### src/rtl/div_unit.sv
// rtl/div_unit.sv - 32-bit iterative restoring divider (DIV/DIVU) with annul and divide-by-zero handling
module div_unit #(
   parameter int WIDTH = 32
) (
   input  logic             clk,
   input  logic             rst,
   input  logic             start,
   input  logic             signed_div,
   input  logic [WIDTH-1:0] opa,
   input  logic [WIDTH-1:0] opb,
   input  logic             annul,
   output logic             busy,
   output logic             done,
   output logic [WIDTH-1:0] lo,
   output logic [WIDTH-1:0] hi,
   output logic             div_by_zero
);

   typedef enum logic [1:0] {IDLE, CALC, FIX, DONE} state_t;

   state_t           state;
   logic [WIDTH-1:0] quo;        // dividend magnitude shifting out, quotient bits shifting in
   logic [WIDTH-1:0] dvs;        // divisor magnitude
   logic [WIDTH-1:0] rem;        // partial remainder, always < dvs between steps
   logic [5:0]       cnt;
   logic             neg_q;
   logic             neg_r;

   logic [WIDTH-1:0] opa_mag;
   logic [WIDTH-1:0] opb_mag;
   logic [WIDTH:0]   rem_sh;
   logic [WIDTH-1:0] diff;
   logic             fits;

   assign busy = (state == CALC) || (state == FIX);
   assign done = (state == DONE);

   // Operand magnitudes; negating 0x80000000 yields 0x80000000, read as unsigned 2^31
   always_comb begin
      opa_mag = (signed_div && opa[WIDTH-1]) ? -opa : opa;
      opb_mag = (signed_div && opb[WIDTH-1]) ? -opb : opb;
   end

   // One restoring step: the shifted remainder needs 33 bits; when it fits, the
   // true difference is below dvs, so its low 32 bits are the whole result
   always_comb begin
      rem_sh = {rem, quo[WIDTH-1]};
      fits   = (rem_sh >= {1'b0, dvs});
      diff   = rem_sh[WIDTH-1:0] - dvs;
   end

   // Control FSM and datapath registers
   always_ff @(posedge clk or posedge rst) begin
      if (rst) begin
         state       <= IDLE;
         quo         <= '0;
         dvs         <= '0;
         rem         <= '0;
         cnt         <= '0;
         neg_q       <= 1'b0;
         neg_r       <= 1'b0;
         lo          <= '0;
         hi          <= '0;
         div_by_zero <= 1'b0;
      end else begin
         case (state)
            IDLE, DONE: begin
               if (annul) begin
                  state <= IDLE;
               end else if (start) begin
                  if (opb == '0) begin
                     lo          <= '1;
                     hi          <= opa;
                     div_by_zero <= 1'b1;
                     state       <= DONE;
                  end else begin
                     quo   <= opa_mag;
                     dvs   <= opb_mag;
                     rem   <= '0;
                     cnt   <= '0;
                     neg_q <= signed_div && (opa[WIDTH-1] ^ opb[WIDTH-1]);
                     neg_r <= signed_div && opa[WIDTH-1];
                     state <= CALC;
                  end
               end else begin
                  state <= IDLE;
               end
            end
            CALC: begin
               if (annul) begin
                  state <= IDLE;
               end else begin
                  rem <= fits ? diff : rem_sh[WIDTH-1:0];
                  quo <= {quo[WIDTH-2:0], fits};
                  cnt <= cnt + 6'd1;
                  if (cnt == 6'(WIDTH - 1)) begin
                     state <= FIX;
                  end
               end
            end
            FIX: begin
               if (annul) begin
                  state <= IDLE;
               end else begin
                  lo          <= neg_q ? -quo : quo;
                  hi          <= neg_r ? -rem : rem;
                  div_by_zero <= 1'b0;
                  state       <= DONE;
               end
            end
            default: state <= IDLE;
         endcase
      end
   end

endmodule

### config.mk
export PLATFORM = sky130hd
export DESIGN_NAME = div_unit
export DESIGN_NICKNAME = d
export VERILOG_FILES = /design/src/rtl/div_unit.sv
export SDC_FILE = /design/constraint.sdc
export NUM_CORES = 1
export LEC_CHECK = 0
export ABC_CLOCK_PERIOD_IN_PS = 18650
export CORE_ASPECT_RATIO = 0.6
export CORE_MARGIN = 2
export CORE_UTILIZATION = 63
export CTS_BUF_LIST = sky130_fd_sc_hd__clkbuf_8
export DETAILED_ROUTE_END_ITERATION = 10
export PLACE_DENSITY = 0.88
export SYNTH_ARGS = -nofsm -noshare
export SYNTH_HDL_FRONTEND = slang
export SYNTH_SLANG_ARGS = --single-unit
### constraint.sdc
create_clock -name clk -period 18.65 [get_ports clk]
set_clock_uncertainty 0.1 [all_clocks]
set_input_delay 3.73 -clock clk [delete_from_list [all_inputs] [get_ports clk]]
set_output_delay 3.73 -clock clk [all_outputs]
set_load 0.03 [all_outputs]
After elaboration in Yosys (flattened, before gate mapping)
Index checks and enable logic that the tools add are counted.
Cells by class
  reduce and logical (&&, ||, !) cells: 12
  mux-type cells: 42
  $add $sub $neg: 6
  order comparisons: 1
  equality and inequality tests: 11
  bitwise logic cells: 3
Operators by type and width (number)
  32-bit 2-to-1 mux: 21
  32-bit one-hot mux with 2 select lines: 4
  32-bit negation: 4
  33-bit by 32-bit >= comparator with 1-bit output: 1
  32-bit logical NOT: 1
  32-bit subtractor: 1
  6-bit 2-to-1 mux: 4
  2-bit 2-to-1 mux: 6
  2-bit inequality test (second input constant): 6
  6-bit one-hot mux with 2 select lines: 1
  5-bit AND reduction: 2
  6-bit by 1-bit adder with 6-bit output (second input constant): 1
  6-bit by 5-bit equality test with 1-bit output (second input constant): 1
  2-bit one-hot mux with 3 select lines: 1
  2-bit equality test (second input constant): 2
  1-bit 2-to-1 mux: 4
  4-bit AND reduction: 1
  2-bit nonzero test: 2
  1-bit logical AND: 3
  3-bit by 2-bit inequality test with 1-bit output (second input constant): 1
  2-bit by 1-bit equality test with 1-bit output (second input constant): 1
  2-bit logical NOT: 1
  1-bit NOT: 2
  1-bit one-hot mux with 2 select lines: 1
  3 further kinds: 3
Storage, ports and cells
  input port bits: 69
  word-level logic and storage cells: 85
  flip-flop bits (word level): 171
  output and inout port bits: 67

Logic depth before layout (Yosys ltp)
Gate-level depths: netlist of run 1.
  word-level depth: 6
  mapped depth: 14
  depth with buffers taken out: 13

Least setup slack after synthesis of run 1
No wires, ideal clock.
  path kind: input-to-reg
  start: input port opb[2]
  end: register dvs[29]
  arrival: 5.828 ns
  slack: 12.593 ns
  setup time: 0.129 ns
  data required time: 18.421 ns
  cell stages on the path: 8
  path buffers: 0
  cell sequence: or4_4 > or4b_4 > nor3_4 > nand2_2 > or3_4 > o41ai_2 > xor2_1 > o21ai_1
Between the ends
  word-level cells in the longest chain between the ends: 3
  elaborated cells on any way between the ends: 5
  classes of those cells: add/sub: 1; mux: 1; bitwise: 1; reduce/logical: 2
Ends and longest elaborated chain
  start: declaration: RTL line 10  | input logic [WIDTH-1:0] opb,
  parallel branches: the longest is 3 deep, another holds 32-bit negation
  end signal: assignment: RTL line 78  | dvs <= opb_mag;
  end: declaration: RTL line 23  | logic [WIDTH-1:0] dvs;
Several ways; the timed one is not identified.
A chain may end at the register's enable or synchronous reset.

Worst setup path after layout of run 1
  start: input port opb[2]
  end: register cnt[5]
Between the ends
  word-level cells in the longest chain between the ends: 3
Ends and longest elaborated chain
  32-bit logical NOT: RTL line 71  | if (opb == '0) begin
  2-bit inequality test (no source line)
  5-bit AND reduction (no source line)
  end signal: assignment: RTL line 95  | cnt <= cnt + 6'd1;
  end: declaration: RTL line 25  | logic [5:0] cnt;
No other way between the ends.

==> reports/metrics.csv, run 1 <==
stage;metric;value;unit
outcome;status;completed;
global_route;Global Route Usage Sum;34.4;%
placed_design;port bufs;135;
sta;Setup Viol. Count Final;0;
floorplan;num ports;136;
critical_path;Startpoint Class;input pin;
sta;Hold WS;0.391;ns
floorplan;Die Span Y;109;um
final_layout;commonest cells after routing, fill and taps aside;dfrtp_1, nand2_1, clkdlybuf4s50_1;
global_route;vias in the first global route;10400;
yosys;post-synthesis instance area;11600;um^2
global_route;initial antenna violation count;0;
routing;vias per cell;6.51;
routing;total iterations of the first detailed-routing run;8;
sta;Setup TNS;0;ns
yosys;synth top area cells;dfrtp_1, xor2_1, o21ai_0, nand2_1, a21oi_1;
clock_network;CTS max path bufs;2;
min_path;Hold Path Class;register to register;
final_layout;# nets final;1571;
yosys;Mapped Cells;1376;
sta;fmax;131;MHz
critical_path;arrival time worst endpoint;7.88;ns
critical_path;critical-path maximum fanout;35;
sta;slew of the pin with the lowest slew margin;1.09;ns
yosys;number of enable flip-flop cells after synthesis;0;
global_route;largest net degree at the start of global routing;102;
yosys;Seq/Total Area, Yosys;37.0;%
sta;RSZ-0062 raised after global routing;no;
routing;DRC viols;0;
pwr;P per Cell Area;143;nW/um^2
floorplan;Die W;179;um
placed_design;half-perimeter wire length after placement;23.2;mm
clock_network;CTS resizes;0;
yosys;Mapped Nets;1486;
sta;final hold vios;0;
final_layout;leading cell type in the layout, fill and taps excluded;dfrtp_1;
yosys;Mean Syn Cell Area;8.40;um^2
yosys;Primary FF master, synth;dfrtp_1;
floorplan;FP Rows;38;
clock_network;CTS Buf Count;17;
routing;detailed-route via count;11200;
routing;Routed Antenna Nets;0;
sta;Period minus WS final;7.62;ns
clock_network;clk sinks;171;
routing;First DRT Iteration DRCs;1413;
yosys;count of cell types in the netlist;75;
floorplan;Core Area;18000;um^2
yosys;synth warn;0;
yosys;FF+latch count, synth;171;
global_route;wire length of the first global-routing pass;52.8;mm
pwr;Worst VDD drop;0.000145;V
clock_network;clock tree from TritonCTS;yes;
floorplan;DIE AREA;19500;um^2
critical_path;Worst Path Required;18.90;ns
job;max-cap viol count;0;
clock_network;H-tree depth;4;
final_layout;Area Growth Syn to Fin;15.5;%
pwr;Leak Pwr;5.68;nW
routing;final wirelength;32.4;mm
final_layout;layout cells sized above 1;4.82;%
floorplan;Initial Utilization;64.2;%
clock_network;Setup Buffers After CTS;0;
clock_network;clk root buf;clkbuf_8;
placed_design;Placer Congestion;0.991;
final_layout;ANT cells;0;
critical_path;CP Capture Type;register;
yosys;asr flop ratio synth;100;%
critical_path;CP Class;input pin to register;
sta;fin. max-slew vios;0;
sta;Slew headroom;26.7;%
global_route;total gr overflow;0;
clock_network;Clock Pin Slew Worst Setup and Hold Paths;0.11;ns
routing;detailed-route wire length per cell;18.9;um
yosys;area leader, netlist;dfrtp_1;
clock_network;CTS hold repair buffers;0;
sta;final worst path period share;40.9;%
clock_network;Worst-Skew Late Latency;0.47;ns
yosys;area share of the largest cell type after synthesis;37.0;%
through the flow:
| step | power [mW] | setup WS (ns) | std cells | util [%] | cell area (um^2) |
|---|---|---|---|---|---|
| finish | 1.91 | 11.03 | 1714 | 74.1 | 13400 |
| global route | 2.04 | 10.95 | 1714 | 74.1 | 13400 |
| CTS | 1.90 | 11.24 | 1714 | 74.1 | 13400 |
| detailed placement | 1.62 | 10.77 | 1682 | 71.9 | 12900 |
| global placement | 1.59 | 10.89 | 1682 | 71.9 | 12900 |
| floorplan | 1.30 | 10.19 | 1376 | - | 11600 |
flip-flops by register name (all words and copies together) (netlist names):
signal,flops
quo,32
lo,32
state,2
div_by_zero,1
cnt,6
hi,32
rem,32
neg_r,1
neg_q,1
dvs,32
synthesized netlist by cell type, drive strengths merged (9+ instances only):
master / count
nor2b: 11
nor3: 23
nand2b: 9
clkbuf: 50
o41ai: 17
nand2: 164
a31oi: 29
ha: 40
nor4: 19
o21ai: 153
or4: 14
xnor2: 59
buf: 30
o22ai: 20
nand4: 14
o211ai: 10
or3: 11
inv: 56
xor2: 88
o22a: 11
a32oi: 11
dfrtp: 171
a21o: 12
o31ai: 24
mux2i: 24
nand3: 18
a21oi: 105
nor2: 121
worst paths after layout:
kind	startpoint	depth (start not counted)	slack [ns]	end
worst min-delay path	hi[23]$_DFFE_PP0P_	1	0.39	hi[23]$_DFFE_PP0P_
worst max register to register	rem[11]$_DFFE_PP0P_	11	14.17	rem[18]$_DFFE_PP0P_
min in group asynchronous	rst	2	3.72	lo[4]$_DFFE_PP0P_
worst min register to register	hi[23]$_DFFE_PP0P_	1	0.39	hi[23]$_DFFE_PP0P_
max in group asynchronous	rst	3	13.18	neg_r$_DFFE_PP0P_
worst max-delay path	opb[2]	11	11.03	cnt[5]$_DFFE_PP0P_
where the power goes:
group          switching [mW]  internal, mW  leakage (nW)
clock                   0.168         0.103         0.197
sequential              0.143         0.509          2.09
combinational           0.595         0.393          3.39
total                   0.905          1.00          5.68
critical path: stages:
cell and delay (ns):
clkdlybuf4s50_1 0.51, or4_4 0.62, nor4_1 0.53, nand2_1 0.26, nor4_2 0.54, or3_2 0.23
a21boi_4 0.55, buf_4 0.46, nor3_1 0.09, a21o_1 0.16, a22o_1 0.17
metal layers:
| layer | track usage [%] | vias up | wire length (um) |
|---|---|---|---|
| met1 | 50.1 | 5309 | 14100 |
| met4 | 10.9 | 0 | 834 |
| met3 | 9.83 | 93 | 4020 |
| li1 | - | 5080 | - |
| met5 | 0 | - | 0 |
| met2 | 49.5 | 682 | 13500 |
final cells by class:
class                      instances  area (um^2)
multi-input combinational       1069         6720
fill                            1324         4660
sequential                       171         4280
timing repair buffer             146         1430
tap                              240          300
clock buffer                      17          234
inverter                          56          215
clock inverter                    15          175
kinds of logic after synthesis:
| group | count (synthesis) | share of synthesized area (%) |
|---|---|---|
| and+or+nand+nor | 431 | 17.7 |
| AOI/OAI and AO/OA | 426 | 22.5 |
| DFF | 171 | 37.0 |
| xor gates and xnor gates | 147 | 11.1 |
| buffers and inverters | 136 | 5.10 |
| adders and majority gates | 41 | 4.50 |
| muxes | 24 | 2.08 |
No activity file was read; power rests on OpenSTA's default activity.
==> run 2: changes to the inputs <==
Settings changed: ABC_CLOCK_PERIOD_IN_PS 18650 to 7000, CORE_UTILIZATION 63 to 53, PLACE_DENSITY 0.88 to 0.79.
Clock period 18.65 ns to 7 ns, I/O delays scaled along.
==> run 2 against run 1 <==
Compared with the run above: via count shrank 2.8%; power rose to 2.7 times the previous value; final cell count rose by 2.2%.
==> reports/metrics.csv, run 2 (same netlist as run 1, synthesis figures left out) <==
stage;metric;value;unit
global_route;Global Route Usage Sum;29.0;%
clock_network;Worst-Skew Late Latency;0.48;ns
min_path;Hold Path Class;register to register;
critical_path;Startpoint Class;input pin;
global_route;total gr overflow;0;
critical_path;critical-path maximum fanout;39;
sta;RSZ-0062 raised after global routing;no;
routing;Routed Antenna Nets;0;
floorplan;num ports;136;
sta;slew of the pin with the lowest slew margin;1.28;ns
clock_network;clk sinks;171;
final_layout;commonest cells after routing, fill and taps aside;dfrtp_1, nand2_1, clkdlybuf4s50_1;
job;max-cap viol count;0;
pwr;Worst VDD drop;0.000199;V
final_layout;ANT cells;0;
placed_design;half-perimeter wire length after placement;24.5;mm
floorplan;FP Rows;41;
sta;Setup TNS;0;ns
critical_path;CP Capture Type;register;
global_route;largest net degree at the start of global routing;79;
clock_network;CTS hold repair buffers;0;
clock_network;clk root buf;clkbuf_8;
final_layout;Area Growth Syn to Fin;16.6;%
sta;Setup Viol. Count Final;0;
sta;Slew headroom;13.7;%
global_route;wire length of the first global-routing pass;53.7;mm
floorplan;DIE AREA;23100;um^2
sta;final hold vios;0;
sta;fin. max-slew vios;0;
clock_network;CTS max path bufs;2;
critical_path;CP Class;input pin to register;
critical_path;CP Cell Sequence;clkdlybuf4s50_1, or4_4, nor4_1, nand4_1, o211ai_1, a21boi_2, buf_4, o32ai_1, nor2_1;
clock_network;clock tree from TritonCTS;yes;
routing;DRC viols;0;
placed_design;dpl cell area;13000;um^2
critical_path;Worst Path Required;7.32;ns
routing;detailed-route wire length per cell;19.0;um
critical_path;CP bufs+invs;2;
final_layout;design area;13500;um^2
critical_path;slowest stage delay, CP;0.99;ns
sta;final worst path period share;73.7;%
global_route;vias in the first global route;10200;
critical_path;CP delay by family, top;simple AND/OR/NAND/NOR gates;
critical_path;slowest stage cell on the critical path;nor4_1;
final_layout;FILL cells;1832;
final_layout;layout cells sized above 1;4.82;%
sta;Worst Slack Setup Final;1.84;ns
sta;Period minus WS final;5.16;ns
clock_network;CTS Buf Count;17;
critical_path;arrival time worst endpoint;5.47;ns
final_layout;# nets final;1570;
final_layout;leading cell type in the layout, fill and taps excluded;dfrtp_1;
routing;First DRT Iteration DRCs;1041;
routing;vias per cell;6.20;
clock_network;CTS resizes;0;
placed_design;Placer Congestion;0.924;
clock_network;H-tree depth;4;
floorplan;Die W;195;um
floorplan;Die Span Y;118;um
routing;final wirelength;33.3;mm
placed_design;pre-CTS setup slack;1.47;ns
placed_design;port bufs;135;
outcome;status;completed;
sta;fmax;194;MHz
clock_network;Setup Buffers After CTS;0;
floorplan;Initial Utilization;54.6;%
pwr;Leak Pwr;5.72;nW
pwr;P per Cell Area;389;nW/um^2
routing;detailed-route via count;10900;
clock_network;Clock Pin Slew Worst Setup and Hold Paths;0.09;ns
global_route;initial antenna violation count;0;
floorplan;Core Area;21200;um^2
routing;total iterations of the first detailed-routing run;7;
==> run 2: layer usage <==
layer  vias up  global-route usage [%]  part of all wire [%]
li1       5063                       -                     -
met1      5247                    44.6                    47
met2       506                    41.6                    42
met3        40                    5.54                   9.1
met4         0                    7.21                   1.3
met5         -                       0                     0
==> run 2: worst paths after layout <==
path | slack, ns | depth (start not counted) | endpoint | from
max | 1.84 | 9 | quo[10]$_DFFE_PP0P_ | opb[2]
min | 0.39 | 2 | hi[3]$_DFFE_PP0P_ | hi[3]$_DFFE_PP0P_
max reg2reg | 2.77 | 11 | quo[0]$_DFFE_PP0P_ | rem[11]$_DFFE_PP0P_
min reg2reg | 0.39 | 2 | hi[3]$_DFFE_PP0P_ | hi[3]$_DFFE_PP0P_
max in group asynchronous | 4.30 | 3 | quo[16]$_DFFE_PP0P_ | rst
min in group asynchronous | 1.24 | 2 | lo[5]$_DFFE_PP0P_ | rst
==> run 2: through the flow <==
| stage | util (%) | total power, mW | hold WS (ns) | cells |
|---|---|---|---|---|
| after floorplan | - | 3.46 | 0.349 | 1376 |
| after global placement | 61.3 | 4.26 | 0.366 | 1720 |
| after detailed placement | 61.3 | 4.34 | 0.370 | 1720 |
| after CTS | 63.6 | 5.22 | 0.391 | 1752 |
| after global routing | 63.6 | 5.57 | 0.415 | 1752 |
| final | 63.6 | 5.24 | 0.387 | 1752 |
==> run 2: final cells by class <==
| cell class | count | area (um^2) | area share (%) |
|---|---|---|---|
| Clock buffer | 18 | 248 | 1.84 |
| Multi-Input combinational cell | 1069 | 6720 | 49.9 |
| Inverter | 56 | 215 | 1.60 |
| Clock inverter | 14 | 241 | 1.79 |
| Sequential cell | 171 | 4280 | 31.7 |
| Tap cell | 279 | 349 | 2.59 |
| Timing Repair Buffer | 145 | 1430 | 10.6 |
==> run 2: tightest hold or removal path, cell delays in order, from the launching register on <==
cell and delay [ns]:
dfrtp_1 0.35, nand2_1 0.04, o21ai_0 0.06
==> run 2: power by group <==
part | switching (mW) | internal [mW] | leakage [nW] | total, mW
combinational | 1.58 | 1.05 | 3.39 | 2.62
clock | 0.394 | 0.473 | 0.244 | 0.866
sequential | 0.391 | 1.36 | 2.09 | 1.75
==> run 3: changes to the inputs <==
Settings changed: ABC_CLOCK_PERIOD_IN_PS 7000 to 4450.
Clock period 7 ns to 4.45 ns, I/O delays scaled along.
==> run 3 against run 2 <==
Compared with the run above: final cell count rose by 0.86%; hold slack lost 0.00075 ns; clock power is 25% higher; sequential cell count stayed put; cell area rose by 0.55%; count of clock-buffer cells in the layout unchanged; global-route usage decreased by 0.15 points; combinational power is 60% higher; sequential power increased by 55%; via count fell by 0.42%; largest cell class unchanged.
==> reports/metrics.csv, run 3 (same netlist as run 1, synthesis figures left out) <==
stage;metric;value;unit
critical_path;CP Capture Type;register;
final_layout;leading cell type in the layout, fill and taps excluded;dfrtp_1;
min_path;Hold Path Class;register to register;
clock_network;clock tree from TritonCTS;yes;
clock_network;clk sinks;171;
critical_path;FF-to-FF Start;rem[16]$_DFFE_PP0P_;
routing;First DRT Iteration DRCs;1010;
routing;Routed Antenna Nets;0;
floorplan;Die Span Y;118;um
clock_network;Clock Pin Slew Worst Setup and Hold Paths;0.09;ns
critical_path;Worst Path Required;4.78;ns
critical_path;CP Class;register to register;
clock_network;CTS hold repair buffers;0;
placed_design;Placer Congestion;0.950;
clock_network;CTS Buf Count;17;
final_layout;final cell utilization of the core;64.0;%
outcome;status;completed;
global_route;total gr overflow;0;
floorplan;DIE AREA;23100;um^2
clock_network;CTS max path bufs;2;
pwr;Worst VDD drop;0.000432;V
floorplan;Core Area;21200;um^2
final_layout;ANT cells;0;
pwr;total power;7.98;mW
sta;Setup TNS;0;ns
sta;fmax;262;MHz
clock_network;H-tree depth;4;
clock_network;clk root buf;clkbuf_8;
sta;RSZ-0062 raised after global routing;no;
global_route;vias in the first global route;9953;
routing;final wirelength;33.0;mm
sta;final hold vios;0;
global_route;Global Route Usage Sum;28.9;%
routing;vias per cell;6.12;
global_route;largest net degree at the start of global routing;79;
final_layout;Area Growth Syn to Fin;17.2;%
sta;final worst path period share;85.9;%
sta;Period minus WS final;3.82;ns
sta;slew of the pin with the lowest slew margin;1.05;ns
clock_network;Setup Buffers After CTS;0;
sta;Slew headroom;29.7;%
critical_path;arrival time worst endpoint;4.15;ns
critical_path;slowest stage delay, CP;0.67;ns
min_path;Min-Delay Startpoint;dvs[17]$_DFFE_PP0P_;
sta;Worst Slack Setup Final;0.628;ns
placed_design;half-perimeter wire length after placement;24.5;mm
routing;detailed-route wire length per cell;18.7;um
critical_path;critical path launch point;rem[16]$_DFFE_PP0P_;
routing;total iterations of the first detailed-routing run;5;
critical_path;slowest stage cell on the critical path;a21boi_0;
pwr;Leak Pwr;5.77;nW
final_layout;# nets final;1588;
floorplan;num ports;136;
routing;detailed-route via count;10800;
floorplan;Initial Utilization;54.6;%
global_route;wire length of the first global-routing pass;53.1;mm
critical_path;Startpoint Class;register;
sta;fin. max-slew vios;0;
final_layout;commonest cells after routing, fill and taps aside;dfrtp_1, nand2_1, clkdlybuf4s50_1;
placed_design;port bufs;135;
floorplan;FP Rows;41;
clock_network;CTS resizes;0;
critical_path;CP Cell Sequence;ha_1, and2_0, nand3_1, nor4_1, a21boi_0, o31a_1, o21ai_0, and3_1, or4_1, nand2_1;
final_layout;FILL cells;1796;
job;max-cap viol count;0;
sta;Setup Viol. Count Final;0;
global_route;initial antenna violation count;0;
critical_path;critical-path maximum fanout;7;
floorplan;Die W;195;um
final_layout;layout cells sized above 1;5.44;%
pwr;P per Cell Area;589;nW/um^2
clock_network;Worst-Skew Late Latency;0.49;ns
placed_design;pre-CTS setup slack;0.376;ns
routing;DRC viols;0;
[run 3: cell count changes in the layout (fill, tap and decap cells not counted), sizes merged]
| cell | delta |
|---|---|
| buf | +18 |
| bufinv | -4 |
| clkinv | -4 |
| clkinvlp | +4 |
| inv | +1 |
[run 3: worst max-delay path: cells and delay by family (launching register included)]
family,cells,cell delay [ns]
simple gates,6,1.74
compound gates,3,1.05
flops,1,0.48
fa+ha+maj,1,0.39
[run 3: power breakdown]
part / switching [mW] / internal [mW] / total [mW] / leakage, nW
clock network: 0.584 / 0.494 / 1.08 / 0.183
logic: 2.51 / 1.69 / 4.20 / 3.50
registers: 0.570 / 2.14 / 2.71 / 2.09
total: 3.67 / 4.32 / 7.98 / 5.77
[run 3: path summary, 6_finish.rpt]
kind | end | slack [ns] | depth (start not counted)
max reg2reg | rem[26]$_DFFE_PP0P_ | 0.63 | 10
max | rem[26]$_DFFE_PP0P_ | 0.63 | 10
max in group asynchronous | lo[22]$_DFFE_PP0P_ | 2.57 | 3
min reg2reg | dvs[17]$_DFFE_PP0P_ | 0.39 | 2
min in group asynchronous | dvs[3]$_DFFE_PP0P_ | 0.81 | 2
min | dvs[17]$_DFFE_PP0P_ | 0.39 | 2
[run 3: through the flow]
step                      instance area, um^2  cells  hold WS (ns)
after floorplan                         11600   1376         0.349
after global placement                  13200   1738         0.366
after detailed placement                13200   1738         0.373
after CTS                               13600   1767         0.391
after global routing                    13600   1767         0.414
final                                   13600   1767         0.386
[run 3: area by class of cell]
class | instances | area [um^2] | share of cell area, %
inverters | 56 | 214 | 1.58
multi-input cells | 1069 | 6720 | 49.6
flip-flops and latches | 171 | 4280 | 31.6
repair buffers | 163 | 1640 | 12.1
clock buffers | 18 | 248 | 1.83
clock inverters | 11 | 110 | 0.812
well taps | 279 | 349 | 2.58
[run 3: layer usage]
metal / share of wire [%] / GRT usage (%)
met1: 49 / 44.7
met2: 41 / 40.6
met3: 8.9 / 6.88
met4: 0.99 / 5.91
met5: 0 / 0
